### src/rtl/cskipa_pkg.sv
// Shared sizing for the carry-skip adder issue stage: default operand width,
// default FIFO depth, and the width of the FIFO occupancy count.
package cskipa_pkg;

  localparam int unsigned CSKIPA_WIDTH = 24;
  localparam int unsigned CSKIPA_DEPTH = 4;

  // Occupancy must represent 0..DEPTH inclusive, hence one bit beyond the pointer width.
  function automatic int unsigned occ_width(input int unsigned depth);
    return $clog2(depth) + 1;
  endfunction

endpackage

### src/rtl/cskipa_opfifo.sv
// Circular operand-pair FIFO feeding the adder issue pipeline.
// The head entry is presented combinationally; a pop simply advances the read pointer.
module cskipa_opfifo
  import cskipa_pkg::*;
#(
  parameter int unsigned WIDTH = CSKIPA_WIDTH,
  parameter int unsigned DEPTH = CSKIPA_DEPTH
) (
  input  logic                           clk,
  input  logic                           rst,
  input  logic                           i_push,
  input  logic [WIDTH-1:0]               i_a,
  input  logic [WIDTH-1:0]               i_b,
  input  logic                           i_pop,
  output logic [WIDTH-1:0]               o_head_a,
  output logic [WIDTH-1:0]               o_head_b,
  output logic [occ_width(DEPTH)-1:0]    o_count,
  output logic                           o_ready
);

  localparam int unsigned PW = $clog2(DEPTH);
  localparam int unsigned CW = occ_width(DEPTH);

  logic [WIDTH-1:0] r_mem_a [DEPTH];
  logic [WIDTH-1:0] r_mem_b [DEPTH];
  logic [PW-1:0]    r_wr_ptr;
  logic [PW-1:0]    r_rd_ptr;
  logic [CW-1:0]    r_count;

  logic w_ready;
  logic w_push;
  logic w_pop;

  assign w_ready = (r_count < CW'(DEPTH));
  assign w_push  = i_push && w_ready;
  assign w_pop   = i_pop && (r_count != '0);

  // DEPTH is a power of two, so pointers wrap by natural overflow.
  always_ff @(posedge clk) begin
    if (rst) begin
      r_wr_ptr <= '0;
      r_rd_ptr <= '0;
      r_count  <= '0;
    end else begin
      if (w_push) r_wr_ptr <= r_wr_ptr + PW'(1);
      if (w_pop)  r_rd_ptr <= r_rd_ptr + PW'(1);
      case ({w_push, w_pop})
        2'b10:   r_count <= r_count + CW'(1);
        2'b01:   r_count <= r_count - CW'(1);
        default: r_count <= r_count;
      endcase
    end
  end

  always_ff @(posedge clk) begin
    if (w_push && !rst) begin
      r_mem_a[r_wr_ptr] <= i_a;
      r_mem_b[r_wr_ptr] <= i_b;
    end
  end

  assign o_head_a = r_mem_a[r_rd_ptr];
  assign o_head_b = r_mem_b[r_rd_ptr];
  assign o_count  = r_count;
  assign o_ready  = w_ready;

endmodule

### src/rtl/cskipa_issue.sv
// Issue stage for an external carry-skip adder: FIFO -> OP (adder terms) -> RES (registered sum/carry).
// The adder itself lives outside this block; its sum and carry come back on adder_sum/adder_cout.
module cskipa_issue
  import cskipa_pkg::*;
#(
  parameter int unsigned WIDTH = CSKIPA_WIDTH,
  parameter int unsigned DEPTH = CSKIPA_DEPTH
) (
  input  logic                           clk,
  input  logic                           rst,
  input  logic                           in_valid,
  output logic                           in_ready,
  input  logic [WIDTH-1:0]               in_a,
  input  logic [WIDTH-1:0]               in_b,
  output logic [WIDTH-1:0]               i_add_term1,
  output logic [WIDTH-1:0]               i_add_term2,
  input  logic [WIDTH-1:0]               adder_sum,
  input  logic                           adder_cout,
  output logic                           out_valid,
  input  logic                           out_ready,
  output logic [WIDTH-1:0]               out_sum,
  output logic                           out_cout,
  output logic [occ_width(DEPTH)-1:0]    fifo_count
);

  localparam int unsigned CW = occ_width(DEPTH);

  logic             r_op_valid;
  logic [WIDTH-1:0] r_term1;
  logic [WIDTH-1:0] r_term2;
  logic             r_out_valid;
  logic [WIDTH-1:0] r_sum;
  logic             r_cout;

  logic [WIDTH-1:0] w_head_a;
  logic [WIDTH-1:0] w_head_b;
  logic [CW-1:0]    w_count;
  logic             w_fifo_ready;
  logic             w_res_load;
  logic             w_op_load;

  cskipa_opfifo #(
    .WIDTH (WIDTH),
    .DEPTH (DEPTH)
  ) u_opfifo (
    .clk      (clk),
    .rst      (rst),
    .i_push   (in_valid),
    .i_a      (in_a),
    .i_b      (in_b),
    .i_pop    (w_op_load),
    .o_head_a (w_head_a),
    .o_head_b (w_head_b),
    .o_count  (w_count),
    .o_ready  (w_fifo_ready)
  );

  // RES advances when it is empty or being drained; OP refills whenever RES takes its value.
  assign w_res_load = r_op_valid && (!r_out_valid || out_ready);
  assign w_op_load  = (w_count != '0) && (!r_op_valid || w_res_load);

  always_ff @(posedge clk) begin
    if (rst) begin
      r_op_valid  <= 1'b0;
      r_term1     <= '0;
      r_term2     <= '0;
      r_out_valid <= 1'b0;
      r_sum       <= '0;
      r_cout      <= 1'b0;
    end else begin
      if (w_op_load) begin
        r_op_valid <= 1'b1;
        r_term1    <= w_head_a;
        r_term2    <= w_head_b;
      end else if (w_res_load) begin
        r_op_valid <= 1'b0;
      end

      if (w_res_load) begin
        r_out_valid <= 1'b1;
        r_sum       <= adder_sum;
        r_cout      <= adder_cout;
      end else if (out_ready) begin
        r_out_valid <= 1'b0;
      end
    end
  end

  assign in_ready    = w_fifo_ready;
  assign fifo_count  = w_count;
  assign i_add_term1 = r_term1;
  assign i_add_term2 = r_term2;
  assign out_valid   = r_out_valid;
  assign out_sum     = r_sum;
  assign out_cout    = r_cout;

endmodule

### config.mk
export PLATFORM = sky130hd
export DESIGN_NAME = cskipa_issue
export DESIGN_NICKNAME = d
export VERILOG_FILES = /design/src/rtl/cskipa_pkg.sv /design/src/rtl/cskipa_opfifo.sv /design/src/rtl/cskipa_issue.sv
export SDC_FILE = /design/constraint.sdc
export NUM_CORES = 1
export LEC_CHECK = 0
export CORE_ASPECT_RATIO = 1.2
export CORE_MARGIN = 1
export CORE_UTILIZATION = 54
export DETAILED_ROUTE_END_ITERATION = 10
export PLACE_DENSITY = 0.84
export SETUP_SLACK_MARGIN = 0.1
export SYNTH_ARGS = -nofsm -noshare
export SYNTH_HDL_FRONTEND = slang
export SYNTH_SLANG_ARGS = --single-unit
### constraint.sdc
create_clock -name clk -period 2.68 [get_ports clk]
set_input_delay 0.402 -clock clk [delete_from_list [all_inputs] [get_ports clk]]
set_output_delay 0.402 -clock clk [all_outputs]
set_load 0.01 [all_outputs]
==> flow_summary.json <==
{
  "grt_first_pass_wirelength_mm": 34.1,
  "reg2reg_setup_slack_ns": 0.56,
  "syn-cell-area_sq_um": 10200,
  "dieArea_sq_um": 19500,
  "yosysWarningCount": 0,
  "syn-num-nets": 726,
  "power.share.combinational": 0.280,
  "h_tree_lvl_count": 1,
  "detailedRoute.firstIterationViolations": 522,
  "route.detailed.vias_per_inst": 5.86,
  "layout.filler_cells": 1160,
  "cts.reportedPaths.clkPinSlew_ns": 0.06,
  "wl_mm": 22.2,
  "io-pin-count": 155,
  "status": "completed",
  "cts_setup_buffers": 0,
  "synth.ff_latch_count": 274,
  "fin_tns_setup_ns": 0,
  "cp-startpoint": "out_ready",
  "hold_path.class": "in -> reg",
  "die-height_um": 153,
  "crit_slowest_cell": "clkdlybuf4s50_1",
  "cts_tree": "yes",
  "sw_frac_of_total": 0.287,
  "hold_viol": 0,
  "ant_nets": 0,
  "timing.rr.start": "u_opfifo.o_count[2]",
  "worst-setup-path-type": "in -> reg",
  "ir_drop_v": 0.000578,
  "critical_path_peak_fanout": 4,
  "grt_setup_unrepaired": "no",
  "gr-usage-all-layers": 0.230,
  "initial_core_util": 0.556,
  "seqPwrFrac": 0.434,
  "p_switching_mw": 3.67,
  "post_dp_cell_area_sq_um": 12000,
  "slew-limit-headroom": 0.397,
  "grt_start_max_net_pins": 84,
  "post-place-cells": 1013,
  "dpl_worst_slack_ns": 0.0319,
  "vias_in_the_first_global_route": 6507,
  "netlist_instances": 643,
  "area_growth_syn_to_layout_pct": 26.0,
  "worstSetupStartpointType": "input port",
  "timing.critical_path.to_type": "flip-flop",
  "critical_path_cell_count": 9,
  "synth.distinct_cells": 29,
  "cts_root_buf": "clkbuf_16",
  "regToRegEndpoint": "u_opfifo.o_count[2]",
  "fp.coreArea_sq_um": 18400,
  "grt_util_met2": 0.424,
  "die_width_um": 128,
  "antenna_found_initial": 0,
  "via_count": 6216,
  "path_buf_inv": 2,
  "layout_min_cycle_time_ns": 2.16,
  "fin_nets": 872,
  "total_inserted_antenna_cells": 0,
  "setup_viols_final": 0,
  "critical_path.endpoint": "u_opfifo.o_count[2]",
  "worstRegToRegCells": 8,
  "cp_data_arrival_time_ns": 2.59,
  "sequential_cell_area_fraction_in_the_yosys_report": 0.725,
  "stdcell_count": 1061,
  "maxClockFrequency_mhz": 463,
  "max_cap_viol_count": 0,
  "core.rowCount": 54,
  "post_synth.cell_area_avg_sq_um": 15.9,
  "clock_insertion_delay_worst_skew_ns": 0.52,
  "cts_buffers": 26,
  "place.port_buffers": 154,
  "global_route.usage.met3": 0.0327,
  "timing.critical_path.slowest_cell_delay_ns": 0.50,
  "timing_worst_slew_pin_value_ns": 0.905,
  "grt_overflow_total": 0,
  "internal_power_contribution_mw": 9.10,
  "power_frac_clock": 0.286,
  "worst_path_dominant_cell_family": "simple AND/OR/NAND/NOR gates",
  "post-route-period-util": 0.807,
  "total_leakage_power_nw": 4.18,
  "power.density_nw_per_um2": 993,
  "fin_area_sq_um": 12900,
  "cts_repair_resize_count": 0,
  "clockBufferDepth": 3,
  "peak_usage_layer_in_the_global_routing_report": "met2",
  "design_power_total_mw": 12.8,
  "drc_errors": 0,
  "cp_data_required_time_ns": 3.11,
  "hpwl_mm": 13.0,
  "clock_sink_count": 274,
  "final-max-slew-violation-count": 0,
  "crit_chain": "clkdlybuf4s50_1 > and3b_2 > nor2_1 > ha_1 > inv_1 > fa_1 > xor2_1 > or3_1 > a21oi_1",
  "wl_per_cell_um": 20.9,
  "drive_above_1_share": 0.126,
  "holdBufCountCts": 0,
  "globalplace.congestion": 0.741,
  "grt_util_met1": 0.271,
  "drt-pass1-iter-count": 7,
  "timing.final.ws_setup_ns": 0.518,
  "clock-skew-final_ns": 0.0188
}
[final cells by class]
cell class	instances	area, sq um	share of cell area
clock buffer	37	733	0.0570
clock inverter	11	131	0.0102
inverter	9	33.8	0.00263
multi-input combinational	308	2510	0.195
sequential	274	7410	0.576
tap	252	315	0.0245
timing repair buffer	170	1730	0.135
[power by group through the flow]
stage,combinational (mW),clock [mW],sequential [mW]
after floorplan,2.13,0,5.60
after global routing,3.85,3.88,5.61
after global placement,3.43,0,5.58
after CTS,3.59,3.73,5.55
after detailed placement,3.55,0,5.63
final,3.57,3.66,5.55
[cell usage after synthesis (all sizes together)]
cell | number | area (sq um)
xnor2 | 1 | 8.76
o21ai | 75 | 375
and3b | 1 | 8.76
dfxtp | 82 | 1640
nand2b | 1 | 6.26
nor2 | 7 | 26.3
edfxtp | 192 | 5770
nand3b | 1 | 7.51
nand3 | 73 | 365
inv | 9 | 33.8
ha | 5 | 62.6
nor2b | 1 | 6.26
mux4 | 48 | 1110
xor2 | 2 | 17.5
a311oi | 1 | 8.76
and2b | 1 | 7.51
or3 | 3 | 18.8
a31o | 1 | 8.76
a21oi | 79 | 395
nor3 | 1 | 10.0
clkbuf | 32 | 121
buf | 20 | 153
fa | 1 | 20.0
nand2 | 2 | 7.51
and2 | 4 | 25.0
[worst register-to-register path, cell delays in order, from the launching register on]
cell and delay (ns):
dfxtp_1 0.48, nor3_4 0.09, nor2_1 0.20, ha_1 0.22, inv_1 0.06, fa_1 0.38
xor2_1 0.16, or3_1 0.31, a21oi_1 0.16
[per-layer routing]
metal / share of wire / vias up
met1: 0.37 / 3107
met5: 0 / -
met4: 0.029 / 0
met2: 0.54 / 272
li1: - / 2793
met3: 0.066 / 44
[layout by cell type, fill, tap and decap left out, types with 2 or more instances in the layout]
master           count
ha_1                 5
buf_12               6
nand3_1             73
mux4_1               8
edfxtp_1           192
xor2_1               2
mux4_2              40
clkdlybuf4s50_1    153
or3_1                2
a21oi_1             79
inv_1                9
o21ai_0             75
clkbuf_16           27
clkbuf_8             2
clkbuf_1             8
clkinv_1             4
nor2_1               7
buf_4               10
and2_2               4
bufinv_16            3
nand2_1              2
clkinv_2             2
dfxtp_1             80
[flip-flops by register name, summed over array words and instances, names as in the netlist]
| name | flops |
|---|---|
| out_cout | 1 |
| i_add_term2 | 24 |
| u_opfifo.o_count | 3 |
| out_valid | 1 |
| u_opfifo.r_rd_ptr | 2 |
| r_op_valid | 1 |
| u_opfifo.r_mem_a | 96 |
| i_add_term1 | 24 |
| out_sum | 24 |
| u_opfifo.r_mem_b | 96 |
| u_opfifo.r_wr_ptr | 2 |
[cell families (layout without fill, tap and decap cells)]
kind of cell | after synthesis | count (layout) | synth area share
buffers and inverters | 61 | 227 | 0.0301
DFF | 274 | 274 | 0.725
xor gates and xnor gates | 3 | 3 | 0.00257
adders and majority gates | 6 | 6 | 0.00809
muxes | 48 | 48 | 0.109
AOI/OAI and AO/OA | 156 | 156 | 0.0772
and+or+nand+nor | 95 | 95 | 0.0479
[how the worst min path moves through the flow]
stage / startpoint / to / slack (ns) / depth (start not counted)
2_1_floorplan: u_opfifo.r_wr_ptr[1] / u_opfifo.r_wr_ptr[1] / 0.47 / 2
3_3_place_gp: i_add_term2[18] / i_add_term2[18] / 0.46 / 2
3_5_place_dp: i_add_term1[4] / i_add_term1[4] / 0.47 / 2
4_1_cts: adder_sum[11] / out_sum[11] / 0.44 / 3
5_1_grt: adder_sum[19] / out_sum[19] / 0.46 / 3
6_report: adder_sum[18] / out_sum[18] / 0.46 / 3
[through the flow]
step	hold WS, ns	utilization
floorplan	0.469	-
global placement	0.460	0.653
detailed placement	0.467	0.653
CTS	0.444	0.700
global route	0.462	0.700
finish	0.462	0.700
Note: power is estimated with default switching activity, not from simulation.
